==> config.mk <==
export PLATFORM = sky130hd
export DESIGN_NAME = scmi_db_irq_queue
export DESIGN_NICKNAME = d
export VERILOG_FILES = /design/src/rtl/scmi_db_pkg.sv /design/src/rtl/scmi_db_id_fifo.sv /design/src/rtl/scmi_db_irq_queue.sv
export SDC_FILE = /design/constraint.sdc
export NUM_CORES = 1
export LEC_CHECK = 0
export BUFFER_PORTS_ARGS = -buffer_cell sky130_fd_sc_hd__buf_2
export CAP_MARGIN = 20
export CELL_PAD_IN_SITES_DETAIL_PLACEMENT = 0
export CELL_PAD_IN_SITES_GLOBAL_PLACEMENT = 1
export CORE_ASPECT_RATIO = 0.5
export CORE_MARGIN = 5
export CORE_UTILIZATION = 41
export CTS_CLUSTER_DIAMETER = 80
export DETAILED_ROUTE_END_ITERATION = 12
export GPL_TIMING_DRIVEN = 1
export PLACE_DENSITY = 0.8
export SLEW_MARGIN = 20
export SYNTH_ARGS = -nofsm -noshare
export SYNTH_HDL_FRONTEND = slang
export SYNTH_HIERARCHICAL = 1
export SYNTH_SLANG_ARGS = --single-unit
==> constraint.sdc <==
create_clock -name clk_i -period 2.7 [get_ports clk_i]
set_input_delay 0.135 -clock clk_i [delete_from_list [all_inputs] [get_ports clk_i]]
set_output_delay 0.135 -clock clk_i [all_outputs]
set_load 0.005 [all_outputs]
==> src/rtl/scmi_db_pkg.sv <==
// rtl/scmi_db_pkg.sv - shared defaults, channel ID type and priority encoder for the doorbell queue
package scmi_db_pkg;
  localparam int NUM_CH_DEF     = 16;
  localparam int FIFO_DEPTH_DEF = 8;
  localparam int CH_ID_W        = $clog2(NUM_CH_DEF);
  localparam int ENC_W          = 64;

  typedef logic [CH_ID_W-1:0] ch_id_t;

  // Index of the lowest set bit, 0 when nothing is set; callers zero-extend to ENC_W.
  function automatic int lowest_set(input logic [ENC_W-1:0] v);
    lowest_set = 0;
    for (int i = ENC_W - 1; i >= 0; i--) begin
      if (v[i]) lowest_set = i;
    end
  endfunction
endpackage

==> src/rtl/scmi_db_id_fifo.sv <==
// rtl/scmi_db_id_fifo.sv - registered channel-ID FIFO, no fall-through, head forced to 0 when empty
module scmi_db_id_fifo #(
  parameter int DEPTH = 8,
  parameter int WIDTH = 4
) (
  input  logic             i_clk,
  input  logic             i_rst_n,
  input  logic             i_push,
  input  logic [WIDTH-1:0] i_data,
  input  logic             i_pop,
  output logic [WIDTH-1:0] o_data,
  output logic             o_valid,
  output logic             o_full
);
  localparam int         AW      = $clog2(DEPTH);
  localparam logic [AW:0] PTR_ONE = (AW + 1)'(1);

  logic [WIDTH-1:0] r_mem [DEPTH];
  logic [AW:0]      r_wr_ptr;
  logic [AW:0]      r_rd_ptr;
  logic             w_empty;
  logic             w_push;
  logic             w_pop;

  // Pointers carry one wrap bit so full and empty are distinguishable at equal indices.
  assign w_empty = (r_wr_ptr == r_rd_ptr);
  assign o_full  = (r_wr_ptr[AW] != r_rd_ptr[AW]) && (r_wr_ptr[AW-1:0] == r_rd_ptr[AW-1:0]);
  assign w_push  = i_push & ~o_full;
  assign w_pop   = i_pop & ~w_empty;

  always_ff @(posedge i_clk or negedge i_rst_n) begin
    if (!i_rst_n) begin
      r_wr_ptr <= '0;
      r_rd_ptr <= '0;
      for (int i = 0; i < DEPTH; i++) r_mem[i] <= '0;
    end else begin
      if (w_push) begin
        r_mem[r_wr_ptr[AW-1:0]] <= i_data;
        r_wr_ptr                <= r_wr_ptr + PTR_ONE;
      end
      if (w_pop) r_rd_ptr <= r_rd_ptr + PTR_ONE;
    end
  end

  assign o_valid = ~w_empty;
  assign o_data  = w_empty ? '0 : r_mem[r_rd_ptr[AW-1:0]];
endmodule

==> src/rtl/scmi_db_irq_queue.sv <==
// rtl/scmi_db_irq_queue.sv - doorbell edge capture, pending/coalesce tracking and ordered ID queue
// Optional input synchroniser enabled by defining SCMI_DB_SYNC_EN.
module scmi_db_irq_queue
  import scmi_db_pkg::*;
#(
  parameter int NUM_CH      = NUM_CH_DEF,
  parameter int FIFO_DEPTH  = FIFO_DEPTH_DEF,
  parameter int SYNC_STAGES = 2
) (
  input  logic                      clk_i,
  input  logic                      rst_ni,
  input  logic [NUM_CH-1:0]         db_irq_i,
  input  logic [NUM_CH-1:0]         mask_i,
  output logic                      ch_valid_o,
  output logic [$clog2(NUM_CH)-1:0] ch_id_o,
  input  logic                      ch_ready_i,
  output logic                      irq_o,
  output logic [NUM_CH-1:0]         pending_o,
  output logic                      overflow_o,
  input  logic                      clr_overflow_i
);
  localparam int ID_W = $clog2(NUM_CH);

  logic [NUM_CH-1:0] w_db;
  logic [NUM_CH-1:0] w_edge;
  logic [NUM_CH-1:0] w_take;
  logic [NUM_CH-1:0] r_prev;
  logic [NUM_CH-1:0] r_pending;
  logic [ID_W-1:0]   w_sel;
  logic              w_full;
  logic              w_load;
  logic              w_pop;
  logic              r_overflow;

  if (SYNC_STAGES < 2 || FIFO_DEPTH < 2 || (FIFO_DEPTH & (FIFO_DEPTH - 1)) != 0 || NUM_CH > ENC_W)
  begin : g_bad_cfg
    $error("scmi_db_irq_queue: unsupported parameter set");
  end

`ifdef SCMI_DB_SYNC_EN
  logic [SYNC_STAGES-1:0][NUM_CH-1:0] r_sync;

  always_ff @(posedge clk_i or negedge rst_ni) begin
    if (!rst_ni) r_sync <= '0;
    else         r_sync <= {r_sync[SYNC_STAGES-2:0], db_irq_i};
  end

  assign w_db = r_sync[SYNC_STAGES-1];
`else
  assign w_db = db_irq_i;
`endif

  assign w_edge = w_db & ~r_prev & mask_i;
  assign w_load = !w_full && (r_pending != '0);
  assign w_sel  = ID_W'(lowest_set(ENC_W'(r_pending)));
  assign w_take = w_load ? (NUM_CH'(1) << w_sel) : '0;
  assign w_pop  = ch_valid_o & ch_ready_i;

  // A fresh edge re-sets pending even on the bit being loaded this cycle; only
  // an edge landing on a pending bit that stays put counts as a coalesced ring.
  always_ff @(posedge clk_i or negedge rst_ni) begin
    if (!rst_ni) begin
      r_prev     <= '0;
      r_pending  <= '0;
      r_overflow <= 1'b0;
    end else begin
      r_prev     <= w_db;
      r_pending  <= (r_pending & ~w_take) | w_edge;
      r_overflow <= (|(w_edge & r_pending & ~w_take)) | (r_overflow & ~clr_overflow_i);
    end
  end

  scmi_db_id_fifo #(
    .DEPTH (FIFO_DEPTH),
    .WIDTH (ID_W)
  ) u_fifo (
    .i_clk   (clk_i),
    .i_rst_n (rst_ni),
    .i_push  (w_load),
    .i_data  (w_sel),
    .i_pop   (w_pop),
    .o_data  (ch_id_o),
    .o_valid (ch_valid_o),
    .o_full  (w_full)
  );

  assign irq_o      = ch_valid_o;
  assign pending_o  = r_pending;
  assign overflow_o = r_overflow;
endmodule
==> out/qor.csv <==
stage,metric,value,unit
power,leakagePower,2.27,nW
finish,final_layout_size_suffix_gt1_share,44.0,%
timing,timing.fmax,337,MHz
power,switching_share,33.8,%
global_route,grt_antenna_before_repair,0,
global_route,grt_usage,18.1,%
power,internal_power,3.52,mW
global_route,grt_max_degree,49,
detailed_routing,drt-initial-drc-count,204,
clocking,cts_root_buf,clkbuf_16,
floorplan,die_height,76.1,um
timing,setup_slack,-266,ps
power,p_comb_share,46.1,%
finish,n_antenna_cell,0,
clocking,cts_tree,done,
synthesis,ys_types,58,
finish,layout_common_cells,"73 x dfrtp_1, 58 x buf_2, 58 x buf_4",
timing,finalCritPeriodShare,110,%
timing,fin_skew,4.04,ps
placement,gp_congestion,0.907,
synthesis,ys_seq_elements,73,
timing,worst_slew_pin_slew,675,ps
worst_setup_path,r2r_cells,11,
run_status,status,"finished, violations left",
timing,grt_setup_unrepaired,yes,
synthesis,syn_area_per_cell,12.1,um^2
synthesis,synth_area,0.00359,mm^2
power,p_seq_share,30.4,%
detailed_routing,wirelength,9170,um
synthesis,synth-compound-area-share,9.87,%
worst_setup_path,crit_path_max_incr_delay,490,ps
run_status,violations,setup timing,
placement,port_buffers,58,
detailed_routing,ant_nets,0,
floorplan,std_cell_rows,24,
worst_setup_path,reg2reg_from,u_fifo/r_rd_ptr[0],
synthesis,synth_top_family_by_area,multiplexers,
flow_run,maxCapViolations,0,
synthesis,synth_edf_count,0,
worst_setup_path,r2r_setup_slack,-270,ps
finish,ff_latch_area,0.00183,mm^2
worst_setup_path,path_common_cell,or4_1,
timing,setup_viol_count_final,1,
floorplan,dieArea,0.0108,mm^2
worst_setup_path,reg2reg_to,overflow_o,
finish,area_growth,38.3,%
hold_path,hold-path-endpoint,pending_o[12],
synthesis,synth_ff_type,dfrtp_1,
synthesis,ys_seq_area_share,50.9,%
timing,hold_viol,0,
clocking,cts.sink_count,73,
global_route,grt_pass1_wl,15400,um
synthesis,synthAdderAreaFrac,0.698,%
detailed_routing,dr.pass1.iters,5,
clocking,insertion_delay,330,ps
power,p_clk_share,23.5,%
worst_setup_path,slowest_stage,or4_1,
placement,dp_hpwl,6920,um
global_route,grt_pass1_vias,3015,
detailed_routing,wl_per_cell,16.5,um
power,p_per_area,1070,mW/mm^2
power,irDropWorstVdd,0.000428,V
worst_setup_path,cp-start-kind,register,
clocking,cts_buffers,9,
hold_path,min_path_cells,3,
worst_setup_path,required,2910,ps
clocking,clockBufferDepth,2,
finish,multi_input_comb_area,0.00169,mm^2
floorplan,initial_utilization,41.6,%
floorplan,die_w,142,um
floorplan,core_area,0.00862,mm^2
synthesis,synth_mux_area_share,17.2,%
synthesis,synthSimpleGateAreaFrac,15.5,%
synthesis,synth_fp_nets,335,
finish,final_net_count,473,
detailed_routing,drc,0,
timing,slew_headroom,55.0,%
detailed_routing,vias,2847,
floorplan,ios,59,
worst_setup_path,worst-path-max-fanout,7,
placement,dp_slack,-322,ps
synthesis,yosysWarningCount,6,
detailed_routing,via_per_inst,5.12,
timing,holdWs,72.8,ps
worst_setup_path,crit_chain,xnor2_2 -> nand4_1 -> clkinvlp_4 -> buf_12 -> o21ai_4 -> nor3_2 -> a211o_1 -> a2111oi_4 -> o221ai_2 -> or4_1 -> or4_1,
hold_path,min_path_type,primary input to register,
clocking,path_clk_slew,60,ps
worst_setup_path,arrival,3170,ps
timing,maxSlewViolCount,0,
power,p_sw,1.79,mW
finish,nFillCells,716,
synthesis,async_flop_share,100,%
synthesis,synth_xor_xnor_area_share,2.65,%
timing,period_needed,2970,ps
worst_setup_path,endpoint_kind,register,
worst_setup_path,critPathKind,register to register,
finish,layout_commonest_cell,dfrtp_1,
global_route,grt_overflow_total,0,
synthesis,syn_inst,297,
hold_path,hp-start,mask_i[12],
clocking,cts.htree.levels,3,
[state kept, by name, summed over array words and instances (netlist names)]
signal,cells
r_prev,16
u_fifo/r_wr_ptr,4
pending_o,16
u_fifo/r_rd_ptr,4
overflow_o,1
u_fifo/r_mem,32
[worst max path at each step]
stage	start	slack [ps]	end	cells after the start
finish	u_fifo/r_rd_ptr[0]	-270	overflow_o	11
global route	u_fifo/r_rd_ptr[0]	-380	overflow_o	11
CTS	u_fifo/r_rd_ptr[3]	-260	overflow_o	11
detailed placement	u_fifo/r_wr_ptr[0]	-320	overflow_o	9
global placement	u_fifo/r_rd_ptr[3]	-220	overflow_o	10
floorplan	u_fifo/r_wr_ptr[0]	-230	overflow_o	12
[metal layers]
layer	wire, um	GRT usage [%]
met1	4100	23.4
met3	400	5.58
met4	70	4.21
met5	0	0
met2	4600	29.9
[cell usage after synthesis (all sizes together), types with 2 or more instances]
master	n	area (um^2)
nand3b	7	52.6
or4	4	33.8
mux4	8	180
or3	3	18.8
o22ai	3	18.8
nor3b	3	33.8
a31o	2	17.5
and3	5	33.8
clkbuf	2	7.51
dfrtp	73	1830
buf	6	51.3
xnor2	8	77.6
o21ai	11	55.1
xor2	2	17.5
inv	14	52.6
mux2i	4	40.0
o221ai	2	23.8
a31oi	2	12.5
nor4	2	12.5
o31ai	3	22.5
nand3	8	40.0
nand4	2	12.5
mux2	34	398
a21oi	2	10.0
and2	4	25.0
o41ai	4	42.6
nor2b	4	25.0
nor3	5	25.0
nor2	26	114
ha	2	25.0
nand2	27	101
[area by class of cell]
type / instances / area share [%]
Inverter: 14 / 1.13
Sequential cell: 73 / 36.8
Timing Repair Buffer: 135 / 18.9
Tap cell: 117 / 2.95
Clock buffer: 10 / 4.61
Multi-Input combinational cell: 202 / 34.0
Clock inverter: 5 / 1.64
[power by group through the flow]
stage	logic, mW	clock network [mW]	registers [mW]
after floorplan	1.52	0	1.62
after global placement	2.33	0	1.61
after detailed placement	2.37	0	1.63
after CTS	2.46	1.27	1.62
after global routing	2.65	1.32	1.66
final	2.45	1.25	1.62
[per-stage QoR]
stage	setup TNS [ps]	instances	utilization, %	area (um^2)	power (mW)
floorplan	-226	297	-	3610	3.14
global placement	-219	523	51.5	4440	3.94
detailed placement	-322	523	51.5	4440	4.00
CTS	-264	556	57.4	4950	5.34
global route	-380	556	57.6	4960	5.63
finish	-266	556	57.6	4960	5.31
[repair_timing]
action / in CTS / in global routing
endpoints found under the hold margin: 41 / 0
hold buffers: 17 / 0
setup endpoints to repair: 1 / 1
pin swaps: 1 / 0
buffers inserted: 1 / 0
gates resized for setup: 1 / 2
[cells by family after synthesis]
family	count (synthesis)
and+or+nand+nor	104
DFF	73
muxes	46
AOI/OAI and AO/OA	40
buffers and inverters	22
xor gates and xnor gates	10
adders and majority gates	2
[worst max-delay path, delay by kind of cell (launching register included)]
| kind | cells | cell delay, ps |
|---|---|---|
| xor gates and xnor gates | 1 | 160 |
| AOI/OAI and AO/OA | 4 | 780 |
| buffers and inverters | 2 | 300 |
| and+or+nand+nor | 4 | 1180 |
| DFF | 1 | 420 |
Power figures use the tool's default switching activity.
